### src/rtl/control_unit_if.sv
// control_unit_if: program/data memory and datapath control bus of the control unit.
// master = control unit, slave = memories and accumulator datapath.
interface control_unit_if;
    logic [7:0]  pm_addr;
    logic [15:0] pm_data;
    logic [7:0]  dm_addr;
    logic        dm_re;
    logic [7:0]  acumulator;
    logic        acumulator_ce;
    logic [2:0]  operation_code;
    logic [2:0]  register_file_ce;
    logic [1:0]  register_file_mux_addr;
    logic        data_memory_read_enable;
    logic [7:0]  direct_data;
    logic        direct_load;
    modport master (
        output pm_addr, dm_addr, dm_re, acumulator_ce, operation_code, register_file_ce,
               register_file_mux_addr, data_memory_read_enable, direct_data, direct_load,
        input  pm_data, acumulator
    );
    modport slave (
        input  pm_addr, dm_addr, dm_re, acumulator_ce, operation_code, register_file_ce,
               register_file_mux_addr, data_memory_read_enable, direct_data, direct_load,
        output pm_data, acumulator
    );
endinterface

### src/rtl/control_unit.sv
// control_unit: fetches/decodes 16-bit instructions and pulses accumulator datapath controls in EXEC.
// Define CONTROL_UNIT_JZ_EN to make opcode 0x6 a jump-if-accumulator-zero; otherwise it decodes as NOP.
module control_unit (
    input  logic           i_clk,
    input  logic           i_rst,
    input  logic           i_start,
    control_unit_if.master bus,
    output logic           o_busy,
    output logic           o_halted
);
    typedef enum logic [2:0] {IDLE, FETCH, DECODE, MEM, EXEC, HALT} state_t;
    state_t      state;
    logic [7:0]  pc;
    logic [15:0] ir;
    logic [15:0] nx;
    logic [3:0]  opc;
    logic        enter_mem;
    logic        enter_exec;
    logic        jz_taken;
    logic        jump;
    logic        unused;
    // Controls are registered on the way into EXEC: from the fetched word in DECODE, from IR in MEM.
    assign nx = state == MEM ? ir : bus.pm_data;
    assign opc = nx[15:12];
    assign enter_mem = state == DECODE && opc == 4'h2;
    assign enter_exec = state == MEM || (state == DECODE && opc != 4'h2 && opc != 4'hF);
`ifdef CONTROL_UNIT_JZ_EN
    assign jz_taken = ir[15:12] == 4'h6 && bus.acumulator == 8'h00;
    assign unused = ir[8];
`else
    assign jz_taken = 1'b0;
    assign unused = ^{ir[8], bus.acumulator};
`endif
    assign jump = state == EXEC && (ir[15:12] == 4'h5 || jz_taken);
    assign bus.pm_addr = pc;
    assign o_busy = state inside {FETCH, DECODE, MEM, EXEC};
    assign o_halted = state == HALT;
    always_ff @(posedge i_clk or posedge i_rst) begin
        if (i_rst) begin
            state <= IDLE;
            pc <= '0;
            ir <= '0;
            bus.dm_addr <= '0;
            bus.dm_re <= 1'b0;
            bus.acumulator_ce <= 1'b0;
            bus.operation_code <= 3'b110;
            bus.register_file_ce <= 3'b000;
            bus.register_file_mux_addr <= 2'b00;
            bus.data_memory_read_enable <= 1'b0;
            bus.direct_data <= 8'h00;
            bus.direct_load <= 1'b0;
        end else begin
            bus.dm_re <= enter_mem;
            bus.dm_addr <= enter_mem || enter_exec ? nx[7:0] : 8'h00;
            bus.acumulator_ce <= enter_exec && opc inside {4'h1, 4'h2, 4'h3};
            bus.operation_code <= enter_exec && (opc == 4'h1 || opc == 4'h2) ? nx[11:9] : 3'b110;
            bus.register_file_ce <= enter_exec && opc == 4'h4 ? {1'b0, nx[1:0]} : 3'b000;
            bus.register_file_mux_addr <= enter_exec && opc == 4'h1 ? nx[1:0] : 2'b00;
            bus.data_memory_read_enable <= enter_exec && opc == 4'h2;
            bus.direct_data <= enter_exec && opc == 4'h3 ? nx[7:0] : 8'h00;
            bus.direct_load <= enter_exec && opc == 4'h3;
            case (state)
                IDLE, HALT: begin
                    if (i_start) begin
                        state <= FETCH;
                        pc <= '0;
                    end
                end
                FETCH: state <= DECODE;
                DECODE: begin
                    ir <= bus.pm_data;
                    pc <= pc + 8'd1;
                    state <= enter_mem ? MEM : enter_exec ? EXEC : HALT;
                end
                MEM: state <= EXEC;
                EXEC: begin
                    state <= FETCH;
                    if (jump) pc <= ir[7:0];
                end
                default: state <= IDLE;
            endcase
        end
    end
endmodule

### src/flat_wrapper.sv
// flat-port wrapper written by rule: the top's interface ports become plain ports
module control_unit_flat 
  (i_clk, i_rst, i_start, o_busy, o_halted, bus_pm_addr, bus_dm_addr, bus_dm_re, bus_acumulator_ce, bus_operation_code, bus_register_file_ce, bus_register_file_mux_addr, bus_data_memory_read_enable, bus_direct_data, bus_direct_load, bus_pm_data, bus_acumulator);
  control_unit_if bus_i ();
  input  logic i_clk;
  input  logic i_rst;
  input  logic i_start;
  output logic o_busy;
  output logic o_halted;
  output wire logic [$bits(bus_i.pm_addr)-1:0] bus_pm_addr;
  output wire logic [$bits(bus_i.dm_addr)-1:0] bus_dm_addr;
  output wire logic [$bits(bus_i.dm_re)-1:0] bus_dm_re;
  output wire logic [$bits(bus_i.acumulator_ce)-1:0] bus_acumulator_ce;
  output wire logic [$bits(bus_i.operation_code)-1:0] bus_operation_code;
  output wire logic [$bits(bus_i.register_file_ce)-1:0] bus_register_file_ce;
  output wire logic [$bits(bus_i.register_file_mux_addr)-1:0] bus_register_file_mux_addr;
  output wire logic [$bits(bus_i.data_memory_read_enable)-1:0] bus_data_memory_read_enable;
  output wire logic [$bits(bus_i.direct_data)-1:0] bus_direct_data;
  output wire logic [$bits(bus_i.direct_load)-1:0] bus_direct_load;
  input wire logic [$bits(bus_i.pm_data)-1:0] bus_pm_data;
  input wire logic [$bits(bus_i.acumulator)-1:0] bus_acumulator;
  assign bus_pm_addr = bus_i.pm_addr;
  assign bus_dm_addr = bus_i.dm_addr;
  assign bus_dm_re = bus_i.dm_re;
  assign bus_acumulator_ce = bus_i.acumulator_ce;
  assign bus_operation_code = bus_i.operation_code;
  assign bus_register_file_ce = bus_i.register_file_ce;
  assign bus_register_file_mux_addr = bus_i.register_file_mux_addr;
  assign bus_data_memory_read_enable = bus_i.data_memory_read_enable;
  assign bus_direct_data = bus_i.direct_data;
  assign bus_direct_load = bus_i.direct_load;
  assign bus_i.pm_data = bus_pm_data;
  assign bus_i.acumulator = bus_acumulator;
  control_unit u_core (.i_clk(i_clk), .i_rst(i_rst), .i_start(i_start), .bus(bus_i), .o_busy(o_busy), .o_halted(o_halted));
endmodule
### config.mk
export PLATFORM = sky130hd
export DESIGN_NAME = control_unit_flat
export DESIGN_NICKNAME = d
export VERILOG_FILES = /design/src/rtl/control_unit_if.sv /design/src/rtl/control_unit.sv /design/src/flat_wrapper.sv
export SDC_FILE = /design/constraint.sdc
export NUM_CORES = 1
export LEC_CHECK = 0
export CORE_UTILIZATION = 53
export CTS_BUF_LIST = sky130_fd_sc_hd__clkbuf_8
export CTS_CLUSTER_DIAMETER = 150
export DETAILED_ROUTE_END_ITERATION = 8
export PLACE_DENSITY = 0.95
export REMOVE_ABC_BUFFERS = 1
export SETUP_SLACK_MARGIN = 0.02
export SLEW_MARGIN = 10
export SYNTH_ARGS = -nofsm -noshare
export SYNTH_HDL_FRONTEND = slang
export SYNTH_SLANG_ARGS = --single-unit
### constraint.sdc
create_clock -name i_clk -period 5.4 [get_ports i_clk]
set_input_delay 0.54 -clock i_clk [delete_from_list [all_inputs] [get_ports i_clk]]
set_output_delay 0.54 -clock i_clk [all_outputs]
set_load 0.1 [all_outputs]
* Word level (Yosys, flattened, before mapping)
Cells that the tools add are included.
Operators by class: add/sub/neg operators 1, equal/unequal tests 14, mux-type cells 13, reduce and logical (&&, ||, !) cells 19
Operators with widths (count):
- $mux W8 | 4
- $pmux W8 S3 | 1
- $mux W16 | 1
- $pmux W3 S5 | 1
- $logic_and A1 B1 Y1 | 10
- $mux W3 | 3
- $add A8 B1 Y8 const B | 1
- $eq A4 B2 Y1 const B | 2
- $eq A4 B3 Y1 const B | 2
- $eq A3 B2 Y1 const B | 2
- $eq A3 B3 Y1 const B | 2
- $reduce_bool A3 Y1 | 2
- $eq A4 B1 Y1 const B | 1
- $mux W2 | 2
- $ne A4 B2 Y1 const B | 1
- $ne A4 B4 Y1 const B | 1
- $reduce_bool A4 Y1 | 1
- $eq A3 B1 Y1 const B | 1
- $logic_not A3 Y1 | 1
- $logic_or A1 B1 Y1 | 3
- $reduce_and A3 Y1 | 1
- $ne A2 B1 Y1 const B | 1
- $ne A2 B2 Y1 const B | 1
- $reduce_or A2 Y1 | 1
- $mux W1 | 1
Word-level totals: bits in registers 55, output and inout port bits 38

* Longest topological paths before layout
Gate-level depths: netlist (run 1).
word-level depth 9, gate-level depth with buffers 7, gate-level depth less buffers 5

* Least setup slack after synthesis (run 1)
OpenSTA, ideal clock, no wires.
path kind register to output, start reg u_core.state[0], end out o_busy, data arrival time 2.512 ns, data required time 4.860 ns, slack 2.348 ns, cell stages (with the launch flop) 5, path through dfrtp_1 > clkbuf_1 > buf_2 > nor2_1 > xnor2_1
Between the ends: longest elaborated chain between the ends 2
Ends and longest elaborated chain:
- from (decl) | RTL line control_unit.sv:12 | state_t state;
- from (signal assigned) | RTL line control_unit.sv:73 | state <= enter_mem ? MEM : enter_exec ? EXEC : HALT;
- $eq A3 B1 Y1, or another cell as far along | RTL line control_unit.sv:36 | assign o_busy = state inside {FETCH, DECODE, MEM, EXEC};
- $reduce_bool A4 Y1 (*) | RTL line control_unit.sv:36
- to (decl) | RTL line flat_wrapper.sv:8 | output logic o_busy;
Mark *: on every way between the ends. The rest lies on a longest branch, timed or not.

* Worst setup path after layout (run 1)
start reg u_core.state[0], end out o_halted
Between the ends: longest elaborated chain between the ends 1
Ends and longest elaborated chain:
- $eq A3 B3 Y1 | RTL line control_unit.sv:37 | assign o_halted = state == HALT;
- to (decl) | RTL line flat_wrapper.sv:9 | output logic o_halted;
Every way passes these cells.

==> qor.yml, run 1 <==
outcome:
  status: "completed"
clock_tree:
  clock_latency_ps: 300
  cts-resized-gates: 0
  cts.clk_slew.worst_paths_ps: 90
  holdBufCountCts: 0
  clockBufferDepth: 2
  cts_tree: "yes"
  cts_root_buf: "clkbuf_8"
  cts_buffers: 5
  htreeDepth: 2
  post-cts-setup-buffers: 0
  clkSinkCount: 53
place:
  pre_cts_slack_ps: 2540
  hpwl_mm: 3.65
  gp_congestion: 0.888
  io_buffers: 54
  post-place-cells: 335
floorplan:
  die_area_um2: 4750
  core-area_um2: 4140
  placementRows: 23
  die_h_um: 68.9
  fp.dieW_um: 68.9
  io_pins: 65
  start_util_pct: 57.2
worst_setup_path:
  reg2reg_setup_slack_ps: 3170
  required_ps: 4860
  crit_path_start_kind: "flip-flop"
  critPathMaxFanout: 22
  cp.arrival_ps: 2680
  endpoint_kind: "primary output"
  crit_type: "flip-flop to primary output"
power_and_ir_drop:
  leakagePower_uw: 0.00138
  p_comb_share_pct: 50.5
  ir_drop_v: 0.000449
  p_sw_share_pct: 51.6
  internal-power_uw: 843
  p_seq_share_pct: 36.2
  p_clk_share_pct: 13.3
  power_switching_uw: 900
  power_density_nw_per_um2: 578
logic_synthesis:
  ys_async_sr_fraction_pct: 100
  synth_edf_count: 0
  synthFlopType: "dfrtp_1"
  yosysUniqueCellTypes: 45
  ys_seq_area_share_pct: 56.0
  synthesis.area_um2: 2370
  ys.warnings.count: 0
  postSynthCellCount: 245
  avgSynthCellArea_um2: 9.68
  synth-seq-cells: 53
sta:
  finalHoldViolations: 0
  rsz0062_at_grt: "no"
  slew-limit-headroom_pct: 30.6
  slew_violations: 0
  finalCritPeriodShare_pct: 59.6
  setup_viol: 0
  skew_ps: 7.31
  period_needed_ps: 3220
  whs_ps: 497
  tightest_slew_ps: 1040
  fmax_mhz: 310
  setup_slack_ps: 2180
  setup_tns_ps: 0
finish:
  fin_cells: 343
  antenna_cells: 0
  drive_gt1_share_pct: 5.80
  syn_to_final_growth_pct: 27.2
  layout.nets: 320
routing:
  vias_per_cell: 5.75
  drt-total-wl_mm: 5.14
  drtIter0Drc: 141
  wire_per_inst_um: 15.0
  dr.pass1.iters: 5
  vias: 1973
  ant_nets: 0
  drcViolationCount: 0
global_route:
  grt_pass1_vias: 1804
  overflow: 0
  antenna_found_initial: 0
  grt_max_degree: 54
  grtUsageTotal_pct: 24.5
  grt_pass1_wl_mm: 8.44
worst_hold_path:
  hp-class: "flip-flop to flip-flop"
run:
  drv_cap: 0
[cells in the mapped netlist, types with 2 or more instances]
master | n | share of area [%]
mux2_1 | 2 | 0.95
a21oi_1 | 10 | 2.1
nor4_1 | 3 | 0.79
dfrtp_1 | 51 | 54
buf_2 | 5 | 1.1
nor2_1 | 29 | 4.6
clkbuf_1 | 8 | 1.3
nor3b_1 | 2 | 0.63
mux2i_1 | 9 | 3.8
dfstp_2 | 2 | 2.2
inv_1 | 4 | 0.63
o21ai_0 | 11 | 2.3
nor3_1 | 8 | 1.7
nand2b_1 | 3 | 0.79
o2bb2ai_1 | 7 | 2.6
nand3_1 | 8 | 1.7
o21ai_1 | 2 | 0.42
nand2_1 | 54 | 8.5
[critical path, cell delays in order, from the launching register on]
cell,delay [ps]
dfrtp_1,820
inv_1,250
nor2_1,160
clkdlybuf4s50_1,1140
[flip-flops by register name, indices dropped and copies added (netlist names)]
register and count:
u_core.ir 15, u_core.bus.direct_data 8, u_core.bus.dm_addr 8, u_core.bus.pm_addr 8, u_core.bus.operation_code 3, u_core.state 3
u_core.bus.register_file_ce 2, u_core.bus.register_file_mux_addr 2, u_core.bus.acumulator_ce 1, u_core.bus.data_memory_read_enable 1, u_core.bus.direct_load 1, u_core.bus.dm_re 1
[cells by family (layout without fill, tap and decap cells)]
group	count (synthesis)	after routing	share of synthesized area, %
muxes	11	11	4.75
and+or+nand+nor	119	119	23.5
other	1	1	0.158
adders and majority gates	1	1	0.527
AOI/OAI and AO/OA	39	39	10.9
DFF	53	53	56.0
xor gates and xnor gates	2	2	0.739
buffers and inverters	19	67	3.43
[cell usage in the layout (no fill, tap or decap), drive strengths merged, types with 4 or more instances in the layout]
cell type       n
nand2          54
clkdlybuf4s50  54
dfrtp          51
nor2           30
o21ai          13
a21oi          10
mux2i           9
nand3           8
nor3            8
o2bb2ai         7
clkbuf          6
inv             4
[stage by stage]
step	util (%)	area, um2	power, uW
after CTS	72.8	3020	1740
after global routing	72.8	3020	1840
after global placement	70.5	2920	1490
after detailed placement	70.5	2920	1510
after floorplan	-	2310	1280
final	72.8	3020	1740
[area by class of cell]
| type | count | area, um2 |
|---|---|---|
| sequential | 53 | 1330 |
| fill | 291 | 1130 |
| multi-input combinational | 173 | 967 |
| timing repair buffer | 55 | 548 |
| clock buffer | 6 | 82.6 |
| tap | 50 | 62.6 |
| inverter | 4 | 15.0 |
| clock inverter | 2 | 13.8 |
[power groups by stage]
stage	clock [uW]	sequential, uW	combinational, uW
after floorplan	0	918	363
after global placement	0	628	858
after detailed placement	0	633	879
after CTS	234	626	880
after global routing	255	646	937
final	232	632	880
[worst paths after layout]
check | cells after the start | to | start
hold reg to reg | 2 | u_core.ir[10] | u_core.ir[10]
hold / removal | 2 | u_core.ir[10] | u_core.ir[10]
setup / recovery | 3 | o_halted | u_core.state[0]
setup reg to reg | 3 | u_core.bus.acumulator_ce | u_core.state[2]
max in group asynchronous | 2 | u_core.bus.dm_addr[1] | i_rst
min in group asynchronous | 2 | u_core.bus.data_memory_read_enable | i_rst
[metal layers]
metal / vias to the layer above / wire [um] / global-route usage [%] / share of wire, %
li1: 924 / - / - / -
met4: 0 / 34 / 8.42 / 0.66
met5: - / 0 / 0 / 0
met1: 966 / 2160 / 32.2 / 42
met2: 79 / 2590 / 39.9 / 50
met3: 4 / 355 / 5.43 / 6.9
Power figures use the tool's default switching activity.
==> inputs of run 2 (changes only) <==
--- a/config.mk
+++ b/config.mk
@@ -5,11 +5,11 @@
 export SDC_FILE = /design/constraint.sdc
 export NUM_CORES = 1
 export LEC_CHECK = 0
-export CORE_UTILIZATION = 53
+export CORE_UTILIZATION = 45
 export CTS_BUF_LIST = sky130_fd_sc_hd__clkbuf_8
 export CTS_CLUSTER_DIAMETER = 150
 export DETAILED_ROUTE_END_ITERATION = 8
-export PLACE_DENSITY = 0.95
+export PLACE_DENSITY = 0.87
 export REMOVE_ABC_BUFFERS = 1
 export SETUP_SLACK_MARGIN = 0.02
 export SLEW_MARGIN = 10
==> constraint.sdc (replaced) <==
create_clock -name i_clk -period 2.6 [get_ports i_clk]
set_input_delay 0.26 -clock i_clk [delete_from_list [all_inputs] [get_ports i_clk]]
set_output_delay 0.26 -clock i_clk [all_outputs]
set_load 0.1 [all_outputs]
==> run 2 against run 1 <==
  * Final area down 0.87%
  * Cell count up 7.0%
  * Flip-flop and latch count unchanged
  * Routed wire length down 0.70%
  * Non-clock buffer count up 4
  * Register-to-register slack worse by 2600 ps
  * Sequential share of layout area up 0.39 points
  * Via count down 1.1%
  * Hold slack worse by 180 ps
  * Clock power up 110%
  * First-iteration DRC count down 23%
==> qor.yml, run 2 (same netlist as run 1, synthesis figures left out) <==
floorplan:
  start_util_pct: 46.4  # -11 points
  die_h_um: 74.6  # +8.3%
  die_area_um2: 5570  # +17%
  placementRows: 26  # +13%
  core-area_um2: 5110  # +23%
  io_pins: 65  # unchanged
  fp.dieW_um: 74.6  # +8.3%
routing:
  drtIter0Drc: 108  # -23%
  wire_per_inst_um: 13.9  # -7.2%
  drt-total-wl_mm: 5.10  # -0.70%
  vias_per_cell: 5.32  # -7.5%
  vias: 1952  # -1.1%
  drcViolationCount: 0  # unchanged
  ant_nets: 0  # unchanged
  dr.pass1.iters: 4  # -1
clock_tree:
  htreeDepth: 2  # unchanged
  clockBufferDepth: 2  # unchanged
  cts-resized-gates: 0  # unchanged
  clock_latency_ps: 310  # about the same
  cts.clk_slew.worst_paths_ps: 100  # about the same
  cts_root_buf: "clkbuf_8"
  cts_tree: "yes"
  clkSinkCount: 53  # unchanged
  post-cts-setup-buffers: 0  # unchanged
  cts_buffers: 5  # unchanged
  holdBufCountCts: 0  # unchanged
power_and_ir_drop:
  p_comb_share_pct: 50.4  # about the same
  ir_drop_v: 0.000786  # +75%
  leakagePower_uw: 0.00147  # +6.4%
  p_seq_share_pct: 36.4  # +0.2 points
  p_sw_share_pct: 52.6  # +0.99 points
  power_switching_uw: 1900  # +110%
  power_density_nw_per_um2: 1210  # +110%
  p_clk_share_pct: 13.2  # about the same
  internal-power_uw: 1710  # +100%
  p_total_uw: 3620  # +110%
sta:
  period_needed_ps: 2160
  skew_ps: 8.22  # +0.907 ps
  finalCritPeriodShare_pct: 82.9
  setup_viol: 0  # unchanged
  fmax_mhz: 464
  setup_tns_ps: 0  # unchanged
  whs_ps: 312  # -184 ps
  finalHoldViolations: 0  # unchanged
  rsz0062_at_grt: "no"
  slew-limit-headroom_pct: 47.0  # +16 points
  tightest_slew_ps: 791  # -248 ps
  slew_violations: 0  # unchanged
global_route:
  grt_pass1_vias: 1810  # +0.33%
  antenna_found_initial: 0  # unchanged
  grtUsageTotal_pct: 19.7  # -4.9 points
  grt_pass1_wl_mm: 8.33  # -1.3%
  grt_max_degree: 28  # -48%
  overflow: 0  # unchanged
worst_setup_path:
  slowest_delay_ps: 830  # -310 ps
  cp.arrival_ps: 1900  # -780 ps
  crit_path_start_kind: "flip-flop"
  worstPathCellList: "inv_1 -> nor2_1 -> buf_4"
  critPathMaxFanout: 22  # unchanged
  required_ps: 2340  # -2520 ps
  crit_type: "flip-flop to primary output"
  endpoint_kind: "primary output"
  cpMaxStageDelayCell: "dfrtp_1"
  r2r_cells: 4  # +1
finish:
  largest_reg_flops: 15  # unchanged
  antenna_cells: 0  # unchanged
  regMostFlops: "u_core.ir"
  drive_gt1_share_pct: 19.5  # +14 points
  layout.nets: 324  # +1.3%
  fin_util_pct: 58.6  # -14 points
  final_common_cell: "nand2_1"
  syn_to_final_growth_pct: 26.1
  layout_common_cells: "nand2_1 (54), dfrtp_1 (51), buf_4 (41)"
worst_hold_path:
  hp-class: "input pin to asynchronous set/reset pin"
run:
  drv_cap: 0  # unchanged
place:
  gp_congestion: 0.852  # -4.1%
  io_buffers: 54  # unchanged
  hpwl_mm: 3.59  # -1.5%
outcome:
  status: "completed"
-- run 2: layer usage --
| layer | global-route usage, % | vias to the layer above | share of wire, % |
|---|---|---|---|
| li1 | - | 934 | - |
| met1 | 25.1 | 927 | 42 |
| met2 | 32.3 | 79 | 50 |
| met3 | 4.07 | 12 | 5.7 |
| met4 | 8.60 | 0 | 1.9 |
| met5 | 0 | - | 0 |
-- run 2: area by class of cell --
class	instances	area (um2)
multi-input combinational	173	967
timing repair buffer	59	498
inverter	4	15.0
sequential	53	1330
tap	70	87.6
fill	432	2120
clock buffer	5	68.8
clock inverter	3	26.3
-- run 2: final timing paths --
check / slack, ps / to / start
max: 440 / o_halted / u_core.state[0]
min: 310 / u_core.bus.operation_code[0] / i_rst
max reg2reg: 570 / u_core.bus.pm_addr[5] / u_core.state[0]
min reg2reg: 500 / u_core.ir[11] / u_core.ir[11]
max in group asynchronous: 1690 / u_core.bus.operation_code[1] / i_rst
min in group i_clk: 500 / u_core.ir[11] / u_core.ir[11]
-- run 2: stage by stage --
step / worst slack, ps / cell area [um2] / instances
CTS: 482 / 2990 / 367
global placement: 648 / 2900 / 359
detailed placement: 629 / 2900 / 359
finish: 445 / 2990 / 367
global route: 314 / 2990 / 367
floorplan: 7.08 / 2310 / 230
-- run 2: power by group through the flow --
stage	clock (uW)	combinational, uW	sequential, uW
global placement	0	1780	1310
finish	478	1820	1320
global route	519	1940	1350
detailed placement	0	1810	1320
CTS	486	1820	1310
floorplan	0	754	1910
-- run 2: worst max-delay path, delay by kind of cell, from the launching register on --
| family | cells | cell delay, ps |
|---|---|---|
| AND/OR/NAND/NOR | 1 | 180 |
| flip-flops | 1 | 830 |
| buffers and inverters | 2 | 570 |
